==> src/rtl/sipo_deser_ctrl.sv <==
// Frame controller for a serial-in/parallel-out path: counts qualified bits after start,
// then holds the assembled word on a valid/ready port. Optional parity: SIPO_PARITY_EN.
module sipo_deser_ctrl #(
  parameter int WIDTH = 4
) (
  input  logic             clk,
  input  logic             rst,
  input  logic             start,
  input  logic             din_valid,
  input  logic             din,
  output logic             shift_en,
  output logic             busy,
  output logic             out_valid,
  input  logic             out_ready,
  output logic [WIDTH-1:0] out_data,
  output logic             overrun
`ifdef SIPO_PARITY_EN
  ,
  output logic             parity_err
`endif
);

  localparam int CW = $clog2(WIDTH + 1);
`ifdef SIPO_PARITY_EN
  // The parity bit occupies count position WIDTH and never enters the data word.
  localparam int LAST = WIDTH;
`else
  localparam int LAST = WIDTH - 1;
`endif
  localparam logic [CW-1:0] LAST_CNT = CW'(LAST);

  typedef enum logic [1:0] {
    IDLE  = 2'd0,
    SHIFT = 2'd1,
    HOLD  = 2'd2
  } state_t;

  state_t           state_reg;
  logic [CW-1:0]    count_reg;
  logic [WIDTH-1:0] sreg_reg;
  logic [WIDTH-1:0] sreg_next;
  logic [WIDTH-1:0] out_data_reg;
  logic             out_valid_reg;
  logic             busy_reg;
  logic             overrun_reg;
`ifdef SIPO_PARITY_EN
  logic             parity_err_reg;
`endif

  // LSB-first: each new bit enters at the top and the word drifts toward bit 0.
  generate
    for (genvar gi = 0; gi < WIDTH - 1; gi++) begin : g_shift
      assign sreg_next[gi] = sreg_reg[gi+1];
    end
  endgenerate
  assign sreg_next[WIDTH-1] = din;

  assign shift_en  = (state_reg == SHIFT) && din_valid;
  assign busy      = busy_reg;
  assign out_valid = out_valid_reg;
  assign out_data  = out_data_reg;
  assign overrun   = overrun_reg;
`ifdef SIPO_PARITY_EN
  assign parity_err = parity_err_reg;
`endif

  always_ff @(posedge clk) begin
    if (rst) begin
      state_reg      <= IDLE;
      count_reg      <= '0;
      sreg_reg       <= '0;
      out_data_reg   <= '0;
      out_valid_reg  <= 1'b0;
      busy_reg       <= 1'b0;
      overrun_reg    <= 1'b0;
`ifdef SIPO_PARITY_EN
      parity_err_reg <= 1'b0;
`endif
    end else begin
      unique case (state_reg)
        IDLE: begin
          if (start) begin
            state_reg <= SHIFT;
            count_reg <= '0;
            sreg_reg  <= '0;
            busy_reg  <= 1'b1;
          end
        end
        SHIFT: begin
          if (din_valid) begin
            count_reg <= count_reg + CW'(1);
`ifdef SIPO_PARITY_EN
            if (count_reg < CW'(WIDTH)) begin
              sreg_reg <= sreg_next;
            end
            if (count_reg == LAST_CNT) begin
              state_reg      <= HOLD;
              busy_reg       <= 1'b0;
              out_valid_reg  <= 1'b1;
              out_data_reg   <= sreg_reg;
              parity_err_reg <= (^sreg_reg) ^ din;
            end
`else
            sreg_reg <= sreg_next;
            if (count_reg == LAST_CNT) begin
              state_reg     <= HOLD;
              busy_reg      <= 1'b0;
              out_valid_reg <= 1'b1;
              out_data_reg  <= sreg_next;
            end
`endif
          end
        end
        HOLD: begin
          if (din_valid) begin
            overrun_reg <= 1'b1;
          end
          if (out_ready) begin
            state_reg     <= IDLE;
            out_valid_reg <= 1'b0;
`ifdef SIPO_PARITY_EN
            parity_err_reg <= 1'b0;
`endif
          end
        end
        default: begin
          state_reg <= IDLE;
        end
      endcase
    end
  end

endmodule

==> config.mk <==
export PLATFORM = sky130hd
export DESIGN_NAME = sipo_deser_ctrl
export DESIGN_NICKNAME = d
export VERILOG_FILES = /design/src/rtl/sipo_deser_ctrl.sv
export SDC_FILE = /design/constraint.sdc
export NUM_CORES = 1
export LEC_CHECK = 0
export CAP_MARGIN = 5
export CORE_AREA = 2 2 39 41
export CTS_BUF_LIST = sky130_fd_sc_hd__clkbuf_8
export CTS_CLUSTER_DIAMETER = 50
export DETAILED_ROUTE_END_ITERATION = 7
export DIE_AREA = 0 0 41 43
export PLACE_DENSITY = 0.83
export SLEW_MARGIN = 0
export SYNTH_ARGS = -nofsm -noshare
export SYNTH_HDL_FRONTEND = slang
export SYNTH_SLANG_ARGS = --single-unit
export TNS_END_PERCENT = 20
==> constraint.sdc <==
create_clock -name clk -period 1.6 [get_ports clk]
set_input_delay 0.32 -clock clk [delete_from_list [all_inputs] [get_ports clk]]
set_output_delay 0.32 -clock clk [all_outputs]
set_load 0.01 [all_outputs]
After elaboration in Yosys (flattened, before gate mapping)

Cells that the tools add are included.

Flip-flop bits (word level): 16
Input bits: 6

Equality and inequality tests: 7
Muxes and demuxes: 19
Reductions and logical operators: 10
$add $sub $neg: 1

Operator list:

| operator              | count |
|---|---|
| $reduce_and A4 Y1     | 3 |
| $mux W2               | 4 |
| $mux W4               | 2 |
| $pmux W4 S2           | 1 |
| $mux W1               | 6 |
| $mux W3               | 2 |
| $ne A2 B2 Y1 const B  | 3 |
| $pmux W2 S3           | 1 |
| $pmux W3 S2           | 1 |
| $reduce_and A3 Y1     | 2 |
| $pmux W1 S2           | 2 |
| $reduce_bool A2 Y1    | 2 |
| $add A3 B1 Y3 const B | 1 |
| $eq A3 B2 Y1 const B  | 1 |
| $eq A2 B1 Y1 const B  | 1 |
| $eq A2 B2 Y1 const B  | 1 |
| $logic_not A2 Y1      | 1 |
| $ne A2 B1 Y1 const B  | 1 |
| $reduce_and A2 Y1     | 1 |
| $logic_and A1 B1 Y1   | 1 |

Longest topological paths before layout

Word-level depth: 4
Mapped depth: 5

Worst setup path after synthesis

No wires, ideal clock.

Path type: register -> register
Start point: register count_reg[0]
End point: register out_data_reg[0] (netlist: out_data[0])
Data required time: 1.472 ns
Path slack: 0.322 ns
Period minus slack after synthesis: 1.278 ns
Stages on the path, launching flop included: 6
Setup time: 0.128 ns
Arrival time: 1.150 ns
Path through: dfxtp_1 ha_1 ha_1 nand4b_1 mux2i_1 nor2_1

Word-level cells in the longest chain between the ends: 2

RTL lines:

| what                               | line | source |
|---|---|---|
| from (decl)                        | 39   | `logic [CW-1:0] count_reg;` |
| from (signal assigned)             | 91   | `count_reg <= count_reg + CW'(1);` |
| $eq A3 B2 Y1                       | 105  | `if (count_reg == LAST_CNT) begin` |
| $reduce_and A3 Y1 (no source line) | n/a  |  |
| to (signal assigned)               | 109  | `out_data_reg <= sreg_next;` |
| to (decl)                          | 42   | `logic [WIDTH-1:0] out_data_reg;` |

No other way between the ends.
A chain may end at the register's enable or synchronous reset.

Worst setup path after layout

Start point: input din_valid
End point: output shift_en

Word-level cells in the longest chain between the ends: 1

RTL lines:

| what                | line | source |
|---|---|---|
| from (decl)         | 9    | `input logic din_valid,` |
| $logic_and A1 B1 Y1 | 58   | `assign shift_en = (state_reg == SHIFT) && din_valid;` |
| to (decl)           | 11   | `output logic shift_en,` |

No other way between the ends.

==> flow_summary.toml <==
[timing]
tightest_slew_ps = 211.0
slew_violations = 0
finalWorstSetupSlack_ps = 76.71
rsz0062_at_grt = "no"
fmax_mhz = 656.5
final.setup_skew_ps = 1.071
min_period_ps = 1523
slew_headroom = 0.8594
setup_violations = 0
hold_viol = 0
min_period_over_period = 0.9521

[synthesis]
avgSynthCellArea_um2 = 10.21
ys_types = 24
syn-instance-count = 63
ys_seq_area_frac = 0.4669
ys_warn_count = 0
synth-seq-cells = 15
syn_area_um2 = 643.1
syn-num-nets = 72

[cells_and_area]
layout-drive-gt1-share = 0.1905
final_cell_mix = "dfxtp_1, clkdlybuf4s50_1, nor2_1"
final_common_cell = "dfxtp_1"
area_growth_pct = 35.02
largest_reg_flops = 4
num_antenna_cells = 0
final_cells = 100
fin_util = 0.6275
finalNetCount = 94

[detailed_routing]
firstDrtPassIters = 3
totalWireLength_um = 1306
detail_route.vias_per_cell = 5.350
ant_nets = 0
route.detailed.drc = 0
drt_iter0_drc = 7
vias = 535
wl_per_cell_um = 13.06

[cts]
cts.sinks = 15
hold_buffers = 0
clk_latency_ps = 250
clk_pin_slew_ps = 60
clockBufferDepth = 2
root_buffer = "clkbuf_8"
cts_max_level = 1
cts_buffers = 3
cts_tree = "built"

[die]
core_mm2 = 0.001384
rows = 14
die_h_um = 43
initial_utilization = 0.4647
io_pins = 14
die_area_mm2 = 0.001763
dieWidth_um = 41

[power_and_ir_drop]
leakage_nw = 0.3861
power-per-cell-area_mw_per_mm2 = 864.7
ir_worst_vdd_v = 0.0005003

[setup_path]
path_cells = "clkdlybuf4s50_1, and3b_1, clkdlybuf4s15_1"
path_max_fanout = 2
endpoint_kind = "output port"
cp_slowest_stage_delay_ps = 470
arrival_ps = 1200
critPathKind = "in -> out"
crit_slowest_cell = "clkdlybuf4s50_1"
startpoint_type = "input pin"
path_buf_inv = 2
cp_top_family = "buffers and inverters"
cp.required_ps = 1280

[place]
io_buffers = 13
pre_cts_ws_ps = -227.7
placed_cells = 96
place_congestion = 0.6619
dpl.hpwl_um = 930.1

[grt]
grt_start_max_net_pins = 10
grt_pass1_vias = 483
grt_pass1_wl_um = 2028
grt.total_usage = 0.1727
overflow = 0
grt_antenna_before_repair = 0

[outcome]
status = "completed"

[hold_path]
min_path_type = "reg -> reg"

[run]
max-cap-violations = 0
-- worst paths after layout --
path,from,slack (ps),endpoint,depth (start not counted)
max,din_valid,80,shift_en,3
max reg2reg,count_reg[0],220,out_data[1],6
min,overrun,470,overrun,2
min reg2reg,overrun,470,overrun,2
-- where the power goes --
group	total [mW]	switching [mW]	internal, mW	leakage, nW
clock network	0.298	0.128	0.170	0.0269
registers	0.385	0.00458	0.380	0.122
logic	0.0684	0.0313	0.0371	0.238
total	0.751	0.164	0.587	0.386
-- through the flow --
step | setup TNS, ps | power [mW] | hold WS [ps] | instance area [um^2]
after floorplan | 0 | 0.4263 | 450.9 | 643.1
after CTS | 0 | 0.7525 | 474.1 | 867.1
final | 0 | 0.7508 | 465.6 | 868.3
after detailed placement | -341.3 | 0.4604 | 460.9 | 823.3
after global placement | -258.1 | 0.4587 | 450.9 | 823.3
after global routing | 0 | 0.7751 | 512.6 | 868.3
-- cell usage after synthesis --
library cell / instances / area, um^2
a22o_2: 5 / 50.05
and2b_1: 1 / 7.510
a211oi_1: 1 / 7.510
nor2b_1: 1 / 6.260
mux2i_1: 4 / 40.04
nand2_1: 2 / 7.510
a31oi_1: 1 / 6.260
nor3b_1: 2 / 15.01
o21bai_1: 1 / 7.510
and3_1: 1 / 6.260
buf_6: 1 / 11.26
dfxtp_1: 15 / 300.3
ha_1: 3 / 37.54
a21oi_4: 1 / 16.27
nand2b_1: 1 / 6.260
nand4b_1: 1 / 8.760
inv_1: 4 / 15.01
nor3_1: 2 / 10.01
mux2_4: 1 / 15.01
nor2_1: 7 / 26.28
a21oi_1: 4 / 20.02
clkbuf_1: 1 / 3.750
o21ai_0: 2 / 10.01
and3b_1: 1 / 8.760
-- timing repair --
action / 4_1_cts / 5_1_grt
setup buffers: 0 / 0
resized for setup: 1 / 1
cloned: 0 / 0
setup endpoints to repair: 1 / 1
-- logic make-up (layout without fill, tap and decap cells) --
family | Yosys count | count (layout) | synth area share
fa+ha+maj | 3 | 3 | 0.05837
simple gates | 19 | 19 | 0.1596
flops | 15 | 15 | 0.4669
compound gates | 15 | 15 | 0.1829
buf+inv | 6 | 27 | 0.04668
mux | 5 | 5 | 0.08560
-- routing by layer --
metal / up-vias / share of wire / track usage
met2: 14 / 0.49 / 0.2781
met5: - / 0 / 0
met4: 0 / 0.012 / 0.06000
li1: 262 / - / -
met1: 257 / 0.45 / 0.2000
met3: 2 / 0.041 / 0.06283
-- worst register-to-register path: stages (launching register included) --
cell and delay (ps):
dfxtp_1 340, ha_1 230, ha_1 200, nand4b_1 90
buf_4 150, mux2i_1 210, nor2_1 50
-- layout make-up --
cell class	count	area, um^2
well taps	16	20.02
flip-flops and latches	15	300.3
clock inverters	1	3.754
clock buffers	3	41.29
inverters	4	15.01
repair buffers	19	175.2
multi-input cells	42	312.8
fillers	113	515.5
Power figures use the tool's default switching activity.
